`src/rtl/pipeline_hazard_ctrl_if.sv`:
```
// rtl/pipeline_hazard_ctrl_if.sv - hazard controller signal bundle
//
// Groups the pipeline-side hazard inputs and the stall/flush controls.
// slave  : the hazard controller (consumes hazard info, drives controls).
// master : the pipeline / environment (drives hazard info, consumes controls).
interface pipeline_hazard_ctrl_if #(
  parameter int CNT_W = 16
);
  // hazard information from the pipeline
  logic             idex_memRead;
  logic             idex_mulDiv;
  logic [3:0]       idex_regDes;
  logic [3:0]       ifid_rs1;
  logic [3:0]       ifid_rs2;
  logic             ifid_useRs1;
  logic             ifid_useRs2;
  logic             branch_taken;
  logic             ifid_halt;
  // controls back into the pipeline buffers and PC
  logic             pc_write;
  logic             ifid_write;
  logic             ifid_flush;
  logic             idex_write;
  logic             idex_flush;
  logic             exmem_flush;
  logic             md_start;
  logic             md_busy;
  logic             halted;
  logic [CNT_W-1:0] stall_cycles;

  modport slave (
    input  idex_memRead, idex_mulDiv, idex_regDes, ifid_rs1, ifid_rs2,
           ifid_useRs1, ifid_useRs2, branch_taken, ifid_halt,
    output pc_write, ifid_write, ifid_flush, idex_write, idex_flush,
           exmem_flush, md_start, md_busy, halted, stall_cycles
  );

  modport master (
    output idex_memRead, idex_mulDiv, idex_regDes, ifid_rs1, ifid_rs2,
           ifid_useRs1, ifid_useRs2, branch_taken, ifid_halt,
    input  pc_write, ifid_write, ifid_flush, idex_write, idex_flush,
           exmem_flush, md_start, md_busy, halted, stall_cycles
  );
endinterface

```
`src/rtl/pipeline_hazard_ctrl.sv`:
```
// rtl/pipeline_hazard_ctrl.sv - stall/flush sequencer for the 5-stage pipeline
//
// Ports:
//   clk  : rising-edge clock
//   rst  : asynchronous active-high reset
//   bus  : pipeline_hazard_ctrl_if.slave
//          inputs  - load/mul-div/dest info of EX, source regs of ID,
//                    branch_taken, ifid_halt
//          outputs - pc/ifid/idex write enables, ifid/idex/exmem flushes,
//                    md_start/md_busy, halted, saturating stall_cycles
module pipeline_hazard_ctrl #(
  parameter int MD_LATENCY = 4,
  parameter int CNT_W      = 16
) (
  input  logic                    clk,
  input  logic                    rst,
  pipeline_hazard_ctrl_if.slave   bus
);

  typedef enum logic [1:0] {
    ST_RUN     = 2'd0,
    ST_MD_WAIT = 2'd1,
    ST_HALT    = 2'd2
  } state_t;

  state_t           state_q, state_d;
  logic [3:0]       cnt_q, cnt_d;
  logic             halted_q, halted_d;
  logic [CNT_W-1:0] stall_q, stall_d;

  logic pc_write, ifid_write, ifid_flush, idex_write, idex_flush;
  logic exmem_flush, md_start, md_busy;
  logic load_use;

  assign load_use = bus.idex_memRead &&
                    ((bus.ifid_useRs1 && (bus.ifid_rs1 == bus.idex_regDes)) ||
                     (bus.ifid_useRs2 && (bus.ifid_rs2 == bus.idex_regDes)));

  always_comb begin
    pc_write    = 1'b1;
    ifid_write  = 1'b1;
    ifid_flush  = 1'b0;
    idex_write  = 1'b1;
    idex_flush  = 1'b0;
    exmem_flush = 1'b0;
    md_start    = 1'b0;
    md_busy     = 1'b0;
    state_d     = state_q;
    cnt_d       = cnt_q;

    case (state_q)
      ST_RUN: begin
        if (bus.branch_taken) begin
          // squash the two younger instructions; PC takes the target
          ifid_flush = 1'b1;
          idex_flush = 1'b1;
        end else if (bus.idex_mulDiv) begin
          md_start    = 1'b1;
          md_busy     = 1'b1;
          pc_write    = 1'b0;
          ifid_write  = 1'b0;
          idex_write  = 1'b0;
          exmem_flush = 1'b1;
          // entry cycle is the first stall, release cycle is the last EX cycle
          cnt_d       = 4'(MD_LATENCY - 2);
          state_d     = ST_MD_WAIT;
        end else if (load_use) begin
          pc_write   = 1'b0;
          ifid_write = 1'b0;
          idex_flush = 1'b1;
        end else if (bus.ifid_halt) begin
          // halt advances out of ID but never reaches EX
          idex_flush = 1'b1;
          state_d    = ST_HALT;
        end
      end
      ST_MD_WAIT: begin
        md_busy = 1'b1;
        if (cnt_q != 4'd0) begin
          pc_write    = 1'b0;
          ifid_write  = 1'b0;
          idex_write  = 1'b0;
          exmem_flush = 1'b1;
          cnt_d       = cnt_q - 4'd1;
        end else begin
          state_d = ST_RUN;
        end
      end
      ST_HALT: begin
        pc_write   = 1'b0;
        ifid_write = 1'b0;
        idex_flush = 1'b1;
      end
      default: begin
        state_d = ST_RUN;
      end
    endcase

    halted_d = halted_q || (state_d == ST_HALT);

    // halt is a terminal condition, not a performance stall
    if (!pc_write && (state_q != ST_HALT) && (stall_q != {CNT_W{1'b1}}))
      stall_d = stall_q + 1'b1;
    else
      stall_d = stall_q;
  end

  always_ff @(posedge clk or posedge rst) begin
    if (rst) begin
      state_q  <= ST_RUN;
      cnt_q    <= 4'd0;
      halted_q <= 1'b0;
      stall_q  <= '0;
    end else begin
      state_q  <= state_d;
      cnt_q    <= cnt_d;
      halted_q <= halted_d;
      stall_q  <= stall_d;
    end
  end

  assign bus.pc_write     = pc_write;
  assign bus.ifid_write   = ifid_write;
  assign bus.ifid_flush   = ifid_flush;
  assign bus.idex_write   = idex_write;
  assign bus.idex_flush   = idex_flush;
  assign bus.exmem_flush  = exmem_flush;
  assign bus.md_start     = md_start;
  assign bus.md_busy      = md_busy;
  assign bus.halted       = halted_q;
  assign bus.stall_cycles = stall_q;

endmodule

```
`src/flat_wrapper.sv`:
```
// flat-port wrapper written by rule: the top's interface ports become plain ports
module pipeline_hazard_ctrl_flat 
#(
  parameter int MD_LATENCY = 4,
  parameter int CNT_W      = 16
)
  (clk, rst, bus_idex_memRead, bus_idex_mulDiv, bus_idex_regDes, bus_ifid_rs1, bus_ifid_rs2, bus_ifid_useRs1, bus_ifid_useRs2, bus_branch_taken, bus_ifid_halt, bus_pc_write, bus_ifid_write, bus_ifid_flush, bus_idex_write, bus_idex_flush, bus_exmem_flush, bus_md_start, bus_md_busy, bus_halted, bus_stall_cycles);
  pipeline_hazard_ctrl_if #(.CNT_W(CNT_W)) bus_i ();
  input  logic clk;
  input  logic rst;
  input wire logic [$bits(bus_i.idex_memRead)-1:0] bus_idex_memRead;
  input wire logic [$bits(bus_i.idex_mulDiv)-1:0] bus_idex_mulDiv;
  input wire logic [$bits(bus_i.idex_regDes)-1:0] bus_idex_regDes;
  input wire logic [$bits(bus_i.ifid_rs1)-1:0] bus_ifid_rs1;
  input wire logic [$bits(bus_i.ifid_rs2)-1:0] bus_ifid_rs2;
  input wire logic [$bits(bus_i.ifid_useRs1)-1:0] bus_ifid_useRs1;
  input wire logic [$bits(bus_i.ifid_useRs2)-1:0] bus_ifid_useRs2;
  input wire logic [$bits(bus_i.branch_taken)-1:0] bus_branch_taken;
  input wire logic [$bits(bus_i.ifid_halt)-1:0] bus_ifid_halt;
  output wire logic [$bits(bus_i.pc_write)-1:0] bus_pc_write;
  output wire logic [$bits(bus_i.ifid_write)-1:0] bus_ifid_write;
  output wire logic [$bits(bus_i.ifid_flush)-1:0] bus_ifid_flush;
  output wire logic [$bits(bus_i.idex_write)-1:0] bus_idex_write;
  output wire logic [$bits(bus_i.idex_flush)-1:0] bus_idex_flush;
  output wire logic [$bits(bus_i.exmem_flush)-1:0] bus_exmem_flush;
  output wire logic [$bits(bus_i.md_start)-1:0] bus_md_start;
  output wire logic [$bits(bus_i.md_busy)-1:0] bus_md_busy;
  output wire logic [$bits(bus_i.halted)-1:0] bus_halted;
  output wire logic [$bits(bus_i.stall_cycles)-1:0] bus_stall_cycles;
  assign bus_i.idex_memRead = bus_idex_memRead;
  assign bus_i.idex_mulDiv = bus_idex_mulDiv;
  assign bus_i.idex_regDes = bus_idex_regDes;
  assign bus_i.ifid_rs1 = bus_ifid_rs1;
  assign bus_i.ifid_rs2 = bus_ifid_rs2;
  assign bus_i.ifid_useRs1 = bus_ifid_useRs1;
  assign bus_i.ifid_useRs2 = bus_ifid_useRs2;
  assign bus_i.branch_taken = bus_branch_taken;
  assign bus_i.ifid_halt = bus_ifid_halt;
  assign bus_pc_write = bus_i.pc_write;
  assign bus_ifid_write = bus_i.ifid_write;
  assign bus_ifid_flush = bus_i.ifid_flush;
  assign bus_idex_write = bus_i.idex_write;
  assign bus_idex_flush = bus_i.idex_flush;
  assign bus_exmem_flush = bus_i.exmem_flush;
  assign bus_md_start = bus_i.md_start;
  assign bus_md_busy = bus_i.md_busy;
  assign bus_halted = bus_i.halted;
  assign bus_stall_cycles = bus_i.stall_cycles;
  pipeline_hazard_ctrl #(.MD_LATENCY(MD_LATENCY), .CNT_W(CNT_W)) u_core (.clk(clk), .rst(rst), .bus(bus_i));
endmodule
```
`config.mk`:
```
export PLATFORM = sky130hd
export DESIGN_NAME = pipeline_hazard_ctrl_flat
export DESIGN_NICKNAME = d
export VERILOG_FILES = /design/src/rtl/pipeline_hazard_ctrl_if.sv /design/src/rtl/pipeline_hazard_ctrl.sv /design/src/flat_wrapper.sv
export SDC_FILE = /design/constraint.sdc
export NUM_CORES = 1
export LEC_CHECK = 0
export ABC_AREA = 1
export CORE_ASPECT_RATIO = 0.8
export CORE_MARGIN = 8
export CORE_UTILIZATION = 45
export DETAILED_ROUTE_END_ITERATION = 7
export GPL_ROUTABILITY_DRIVEN = 0
export PLACE_DENSITY = 0.81
export SYNTH_ARGS = -nofsm -noshare
export SYNTH_HDL_FRONTEND = slang
export SYNTH_SLANG_ARGS = --single-unit
```
`constraint.sdc`:
```
create_clock -name clk -period 3.45 [get_ports clk]
set_input_delay 0.5175 -clock clk [delete_from_list [all_inputs] [get_ports clk]]
set_output_delay 0.5175 -clock clk [all_outputs]
set_load 0.05 [all_outputs]
```
### Word level (Yosys, flattened, before mapping)

Index checks and enable logic that the tools add are counted.

| storage, ports and cells | value |
|---|---|
| register bits | 23 |
| input bits | 20 |
| output and inout bits | 25 |
| word-level logic and storage cells | 59 |

| cells by class | value |
|---|---|
| add/sub/neg operators | 2 |
| equality and inequality tests | 10 |
| mux-type cells | 31 |
| reduce and logical (&&, ||, !) cells | 12 |

Operator list:

| kind | count |
|---|---|
| 16-bit by 1-bit adder with 16-bit output, second input constant | 1 |
| 1-bit 2-to-1 mux | 16 |
| 16-bit inequality test, second input constant | 1 |
| 4-bit 2-to-1 mux | 3 |
| 2-bit 2-to-1 mux | 5 |
| 4-bit == test | 2 |
| 1-bit one-hot mux with 2 select lines | 4 |
| 4-bit one-hot mux with 2 select lines | 1 |
| 2-bit inequality test, second input constant | 3 |
| 2-bit one-hot mux with 3 select lines | 1 |
| 1-bit logical AND | 5 |
| 2-bit == test, second input constant | 2 |
| 4-bit AND reduction | 1 |
| 4-bit nonzero test | 1 |
| 4-bit by 1-bit subtractor with 4-bit output, second input constant | 1 |
| 1-bit one-hot mux with 3 select lines | 1 |
| 2-bit by 1-bit == test with 1-bit output, second input constant | 1 |
| 2-bit zero test | 1 |
| 1-bit logical OR | 2 |
| 2-bit by 1-bit inequality test with 1-bit output, second input constant | 1 |
| 2-bit nonzero test | 1 |
| 1-bit zero test | 1 |

### Longest topological paths before layout

Gate-level depths: netlist of run 1.

| depth | value |
|---|---|
| word-level depth | 11 |
| mapped depth | 12 |

### Worst setup path before layout of run 1

Ideal clock, no wire load.

| timing | value |
|---|---|
| kind | flip-flop to output port |
| start | reg u_core.cnt_q[0] |
| end | out bus_pc_write |
| arrival time | 1916 ps |
| data required time | 2932 ps |
| setup slack | 1017 ps |
| cell stages (with the launch flop) | 9 |
| path through | dfrtp_1 inv_1 ha_1 nand2_1 o21ai_1 nand2_2 buf_2 nand2_1 buf_4 |

| on the way | value |
|---|---|
| word-level cells in the longest chain between the ends | 3 |

Ends and longest elaborated chain:

| item | RTL line | text |
|---|---|---|
| from (decl) | pipeline_hazard_ctrl.sv:27 | `logic [3:0] cnt_q, cnt_d;` |
| from (signal assigned) | pipeline_hazard_ctrl.sv:116 | `cnt_q <= cnt_d;` |
| 4-bit nonzero test | pipeline_hazard_ctrl.sv:79 | `if (cnt_q != 4'd0) begin` |
| 1-bit 2-to-1 mux | -- |  |
| 1-bit one-hot mux with 3 select lines | -- |  |
| to (decl) | flat_wrapper.sv:20 | `output wire logic [$bits(bus_i.pc_write)-1:0] bus_pc_write;` |

No other way between the ends.

### Worst setup path after layout of run 1

| timing | value |
|---|---|
| start | in bus_idex_regDes[1] |
| end | out bus_idex_flush |

| on the way | value |
|---|---|
| word-level cells in the longest chain between the ends | 8 |
| elaborated cells on any way between the ends | 10 |
| classes of those cells | eq/ne: 2; mux: 4; reduce/logical: 4 |

Ends and longest elaborated chain:

| item | RTL line | text |
|---|---|---|
| from (decl) | flat_wrapper.sv:13 | `input wire logic [$bits(bus_i.idex_regDes)-1:0] bus_idex_regDes;` |
| 4-bit == test (on tied branches) | pipeline_hazard_ctrl.sv:36, pipeline_hazard_ctrl.sv:37 |  |
| 1-bit logical AND (on tied branches) | pipeline_hazard_ctrl.sv:36, pipeline_hazard_ctrl.sv:37 |  |
| 1-bit logical OR * | pipeline_hazard_ctrl.sv:36 | `((bus.ifid_useRs1 && (bus.ifid_rs1 == bus.idex_regDes)) \|\|` |
| 1-bit logical AND * | pipeline_hazard_ctrl.sv:35 | `assign load_use = bus.idex_memRead &&` |
| 1-bit 2-to-1 mux * | pipeline_hazard_ctrl.sv:67 | `end else if (load_use) begin` |
| 1-bit 2-to-1 mux * | pipeline_hazard_ctrl.sv:57 | `end else if (bus.idex_mulDiv) begin` |
| 1-bit 2-to-1 mux * | pipeline_hazard_ctrl.sv:53 | `if (bus.branch_taken) begin` |
| 1-bit one-hot mux with 2 select lines * | pipeline_hazard_ctrl.sv:51 | `case (state_q)` |
| to (decl) | flat_wrapper.sv:24 | `output wire logic [$bits(bus_i.idex_flush)-1:0] bus_idex_flush;` |

Every way passes the cells marked *; elsewhere a longest branch is shown, timed or not.

==> results of run 1 <==
-- registers in the layout, summed over array words and instances, names as in the netlist --
name                     cells
u_core.bus.halted            1
u_core.bus.stall_cycles     16
u_core.cnt_q                 4
u_core.state_q               2
-- area by class of cell --
| cell class | count | share of cell area, % |
|---|---|---|
| Inverter | 27 | 4.86 |
| Tap cell | 42 | 2.52 |
| Sequential cell | 23 | 27.6 |
| Multi-Input combinational cell | 169 | 41.6 |
| Timing Repair Buffer | 45 | 21.2 |
| Clock buffer | 4 | 2.16 |
-- worst reg2reg max path, cell delays in order, from the launching register on --
cell	delay, ns
dfrtp_1	0.44
ha_1	0.27
inv_1	0.11
nor3_4	0.28
nand2_2	0.08
o21ai_2	0.13
inv_2	0.16
nand3_4	0.24
nand2_1	0.10
nand2_1	0.07
-- per-layer routing --
metal | GRT usage [%] | up-vias | routed length [µm]
li1 | - | 814 | -
met1 | 21.0 | 730 | 1910
met2 | 25.9 | 34 | 1890
met3 | 3.11 | 4 | 191
met4 | 2.62 | 0 | 29
met5 | 0 | - | 0
-- how the worst max path moves through the flow --
stage	from	end	slack [ns]	cells past startpoint
after floorplan	u_core.cnt_q[0]$_DFFE_PP0P_	bus_pc_write	1.02	8
after global placement	bus_idex_regDes[1]	bus_idex_flush	0.42	12
after detailed placement	bus_idex_regDes[1]	bus_idex_flush	0.37	12
after CTS	bus_idex_regDes[1]	bus_idex_flush	0.36	12
after global routing	bus_idex_regDes[2]	bus_idex_flush	0.16	12
final	bus_idex_regDes[1]	bus_idex_flush	0.36	12
-- cells by family after synthesis --
group	count (synthesis)	synth area share (%)
compound gates	10	3.49
xor+xnor	15	8.32
fa+ha+maj	3	2.38
simple gates	141	40.8
flops	23	36.4
buf+inv	32	8.56
-- layout by cell type (no fill, tap or decap) --
master and count:
xor2_1 11, clkbuf_8 3, xnor2_1 4, a31oi_1 1, nor3_4 1, dfrtp_1 23, nor3_2 1, nor3_1 4
o21ai_1 1, clkinv_1 2, clkdlybuf4s50_1 42, nand2_1 73, nand4_1 20, o21ai_2 1, inv_1 24, nor4_1 1
nand3_1 11, nand3_4 1, nand2_2 3, a21oi_1 2, buf_4 3, nor2_1 25, nand3b_1 1, o21ai_0 5
inv_2 1, ha_1 3, clkbuf_1 1
-- power by group through the flow --
| stage | registers, mW | clock network [mW] | logic [mW] |
|---|---|---|---|
| final | 0.388 | 0.166 | 0.840 |
| after global routing | 0.399 | 0.186 | 0.919 |
| after CTS | 0.387 | 0.171 | 0.843 |
| after detailed placement | 0.392 | 0 | 0.841 |
| after global placement | 0.392 | 0 | 0.829 |
| after floorplan | 0.458 | 0 | 0.547 |
==> flow_summary.yaml, run 1 <==
status:
  status: "finished, final reports clean"
route:
  viasPerCell: 5.10
  route.detailed.drc: 0
  wl_um: 4030
  wl_per_cell_um: 13.0
  first_iter_violations: 103
  ant_nets: 0
  firstDrtPassIters: 4
  num_vias: 1582
worst_setup_path:
  path_cells: "clkdlybuf4s50_1 -> inv_1 -> nand2_1 -> nand2_1 -> nor2_1 -> nand3_1 -> nand2_1 -> nand2_1 -> nand2_1 -> nand2_1 -> a21oi_1 -> clkdlybuf4s50_1"
  critical_path_required_ns: 2.93
  path_class: "in2out"
  path_delay_family: "buffers and inverters"
  end_kind: "output pin"
  r2r_cells: 9
  r2r_slack_ns: 1.52
  crit_path_max_fanout: 3
  r2r_end: "u_core.bus.stall_cycles[14]$_DFFE_PP0P_"
  worstPathArrival_ns: 2.57
  slowest_stage: "clkdlybuf4s50_1"
  cp_common_cell: "nand2_1"
  cp_num_buf_inv: 3
  rr_startpoint: "u_core.bus.stall_cycles[1]$_DFFE_PP0P_"
  max_stage_delay_ns: 0.82
  startpoint_type: "input port"
pwr:
  powerDensity_nw_per_um2: 668
  clock_power_share_pct: 11.9
  p_sw_mw: 0.739
  finalPower_mw: 1.39
  power.leakage_nw: 1.01
  ir_drop_mv: 0.504
  p_sw_share_pct: 53.0
  pwr-share-seq_pct: 27.8
  p_int_mw: 0.655
  power_frac_comb_pct: 60.3
synth:
  ys_top_cells_by_area: "dfrtp_1 36%, nand2_1 17%, nand4_1 7.9%, xor2_1 6.1%, nor2_1 5.9%"
  yosysMostFrequentCell: "nand2_1"
  synth_commonest_cells: "73 x nand2_1, 25 x nor2_1, 24 x inv_1"
  yosys.area.top_type: "dfrtp_1"
  yosysSeqAreaShare_pct: 36.5
  ys_ff_latch: 23
  ys.warnings.count: 0
  synth.top_cell.area_share_pct: 36.5
  async_flop_share_pct: 100
  netlist-cell-type-count: 26
  syn_area_per_cell_um2: 7.05
  syn_nets: 247
  syn_area_um2: 1580
  syn_inst: 224
  ys.flop_type: "dfrtp_1"
  synth_edf_count: 0
die:
  core_um2: 3400
  die_h_um: 69.0
  die-area_um2: 5670
  rows: 19
  start_util_pct: 46.4
  fp.dieW_um: 82.2
  pin_count: 45
clock_tree:
  clock_latency_ns: 0.26
  clk_pin_slew_worst_paths_ns: 0.08
  cts_setup_buffers: 0
  cts_made_buffers: 3
  cts_max_level: 1
  clockRootBuffer: "clkbuf_8"
  clk_path_buf_depth: 2
  cts_tree: "built"
  cts_resized: 0
  hold_buffers: 0
  clock_sinks: 23
worst_hold_path:
  hold_path_class: "reg2reg"
  hold_end: "u_core.cnt_q[3]$_DFFE_PP0P_"
  min_from: "u_core.cnt_q[3]$_DFFE_PP0P_"
  whs_path_depth: 1
sta:
  fin_crit_sh_pct: 89.4
  worst_slack_ns: 0.365
  fmax_ghz: 0.324
  hold_ws_ns: 0.469
  period_minus_slack_ns: 3.09
  drv_slew: 0
  slew_headroom_pct: 42.2
  grt_setup_unrepaired: "no"
  fin_skew_ns: 0.00167
  finalSetupTns_ns: 0
  worstMarginPinSlew_ns: 0.867
  setup_viol: 0
  hold_violations: 0
finish:
  fin_cells: 310
  nets: 292
  areaGrowthSynthToFinish_pct: 32.1
  multi_input_area_um2: 868
  drive_gt1_share_pct: 5.22
  n_antenna_cell: 0
  regArea_um2: 576
  nFillCells: 315
  final_core_util_pct: 61.4
  final_cell_area_um2: 2090
placement:
  dpl_cell_area_um2: 2040
  place_ws_ns: 0.365
  post-dp-hpwl_um: 3110
  dpl.cell_count: 306
  io_buffers: 44
global_routing:
  grt_pass1_wl_um: 7040
  grt_max_degree: 24
  grt_pass1_vias: 1517
  grt-ovfl-total: 0
  antenna_found_initial: 0
  grt_usage_pct: 15.7
job:
  max_cap_viol_count: 0
(Power assumes the default switching activity.)
==> run 2: changes to the inputs <==
- clock period: 3.45 -> 3.25 ns (I/O delays scaled with it)
==> run 2 against run 1 <==
Against the previous run:
- register-to-register slack lost 0.15 ns
- combinational power increased by 5.1%
- routed wire length shrank 0.37%
- clock skew up 0.00059 ns
- cell count is the same
- first-iteration DRC count up 52%
- sequential power increased by 6.4%
- die area unchanged
- via count shrank 1.3%
==> flow_summary.yaml, run 2 (same netlist as run 1, synthesis figures left out) <==
sta:
  fmax_ghz: 0.347
  worstMarginPinSlew_ns: 0.862
  slew_headroom_pct: 42.5
  finalSetupTns_ns: 0
  drv_slew: 0
  setup_viol: 0
  hold_ws_ns: 0.466
  grt_setup_unrepaired: "no"
  worst_slack_ns: 0.365
  fin_crit_sh_pct: 88.8
  period_minus_slack_ns: 2.89
  hold_violations: 0
  fin_skew_ns: 0.00226
finish:
  nets: 292
  final_core_util_pct: 61.3
  final_cell_mix: "73 x nand2_1, 41 x clkdlybuf4s50_1, 25 x nor2_1, 24 x inv_1, 23 x dfrtp_1"
  regArea_um2: 576
  areaGrowthSynthToFinish_pct: 31.9
  nFillCells: 320
  drive_gt1_share_pct: 5.60
  fin_cells: 310
  final_cell_area_um2: 2080
  multi_input_area_um2: 868
  n_antenna_cell: 0
  largest_reg_flops: 16
  mostFrequentLayoutCell: "nand2_1"
route:
  ant_nets: 0
  first_iter_violations: 157
  firstDrtPassIters: 4
  wl_um: 4010
  route.detailed.drc: 0
  num_vias: 1562
  wl_per_cell_um: 12.9
  viasPerCell: 5.04
global_routing:
  grt-ovfl-total: 0
  grt_pass1_vias: 1500
  grt_pass1_wl_um: 6930
  grt_usage_pct: 15.3
  grt_max_degree: 24
  antenna_found_initial: 0
die:
  fp.dieW_um: 82.2
  pin_count: 45
  core_um2: 3400
  start_util_pct: 46.4
  die-area_um2: 5670
  rows: 19
  die_h_um: 69.0
worst_setup_path:
  max_stage_delay_ns: 0.81
  end_kind: "output pin"
  critical_path_required_ns: 2.76
  r2r_slack_ns: 1.37
  rr_startpoint: "u_core.bus.stall_cycles[1]$_DFFE_PP0P_"
  path_class: "reg2out"
  startpoint_type: "flip-flop"
  r2r_cells: 9
  cp_num_buf_inv: 3
  worstPathArrival_ns: 2.40
  path_delay_family: "buffers and inverters"
  slowest_stage: "clkdlybuf4s50_1"
  crit_path_max_fanout: 6
  path_cells: "inv_1 -> ha_1 -> nand2_1 -> o21ai_1 -> nand2_1 -> inv_1 -> clkdlybuf4s50_1"
  r2r_end: "u_core.bus.stall_cycles[15]$_DFFE_PP0P_"
clock_tree:
  hold_buffers: 0
  cts_resized: 0
  clk_pin_slew_worst_paths_ns: 0.08
  clk_path_buf_depth: 2
  cts_made_buffers: 3
  clock_sinks: 23
  cts_max_level: 1
  cts_tree: "built"
  clock_latency_ns: 0.26
  clockRootBuffer: "clkbuf_8"
  cts_setup_buffers: 0
placement:
  place_ws_ns: 0.503
  io_buffers: 44
  dpl.cell_count: 306
  dpl_cell_area_um2: 2040
  post-dp-hpwl_um: 3110
pwr:
  ir_drop_mv: 0.415
  powerDensity_nw_per_um2: 707
  finalPower_mw: 1.47
  power.leakage_nw: 1.01
worst_hold_path:
  hold_end: "u_core.cnt_q[3]$_DFFE_PP0P_"
  min_from: "u_core.cnt_q[3]$_DFFE_PP0P_"
  hold_path_class: "reg2reg"
  whs_path_depth: 1
status:
  status: "finished, final reports clean"
job:
  max_cap_viol_count: 0
==> run 2: final cells by class <==
cell class / instances / share of cell area, %
multi-input cells: 169 / 41.7
inverters: 27 / 4.86
clock buffers: 4 / 2.16
repair buffers: 45 / 21.1
well taps: 42 / 2.52
flip-flops and latches: 23 / 27.6
==> run 2: layer usage <==
| metal | up-vias | part of all wire, % | routed length [µm] | global-route usage, % |
|---|---|---|---|---|
| li1 | 810 | - | - | - |
| met5 | - | 0 | 0 | 0 |
| met4 | 0 | 1.0 | 42 | 2.62 |
| met2 | 40 | 48 | 1940 | 26.0 |
| met1 | 708 | 45 | 1820 | 20.0 |
| met3 | 4 | 5.2 | 209 | 2.72 |
==> run 2: power by group <==
part / internal, mW / total [mW] / switching (mW)
combinational: 0.261 / 0.883 / 0.622
sequential: 0.344 / 0.413 / 0.0689
clock: 0.0874 / 0.176 / 0.0889
==> run 2: worst register-to-register path, cell delays in order, from the launching register on <==
cell and delay [ns]:
dfrtp_1 0.45, ha_1 0.25, inv_1 0.10, nor3_4 0.29, nand2_2 0.08, o21ai_2 0.13
inv_2 0.15, nand3_4 0.23, nand2_1 0.09, nand2_1 0.06
==> run 2: how the worst max path moves through the flow <==
stage                                      startpoint             end  depth (start not counted)
after floorplan           u_core.cnt_q[0]$_DFFE_PP0P_    bus_pc_write                          8
after global placement               bus_branch_taken  bus_idex_write                          6
after detailed placement             bus_branch_taken  bus_idex_write                          6
after CTS                 u_core.cnt_q[0]$_DFFE_PP0P_  bus_idex_write                          7
after global routing      u_core.cnt_q[0]$_DFFE_PP0P_  bus_idex_write                          7
final                     u_core.cnt_q[0]$_DFFE_PP0P_  bus_idex_write                          7
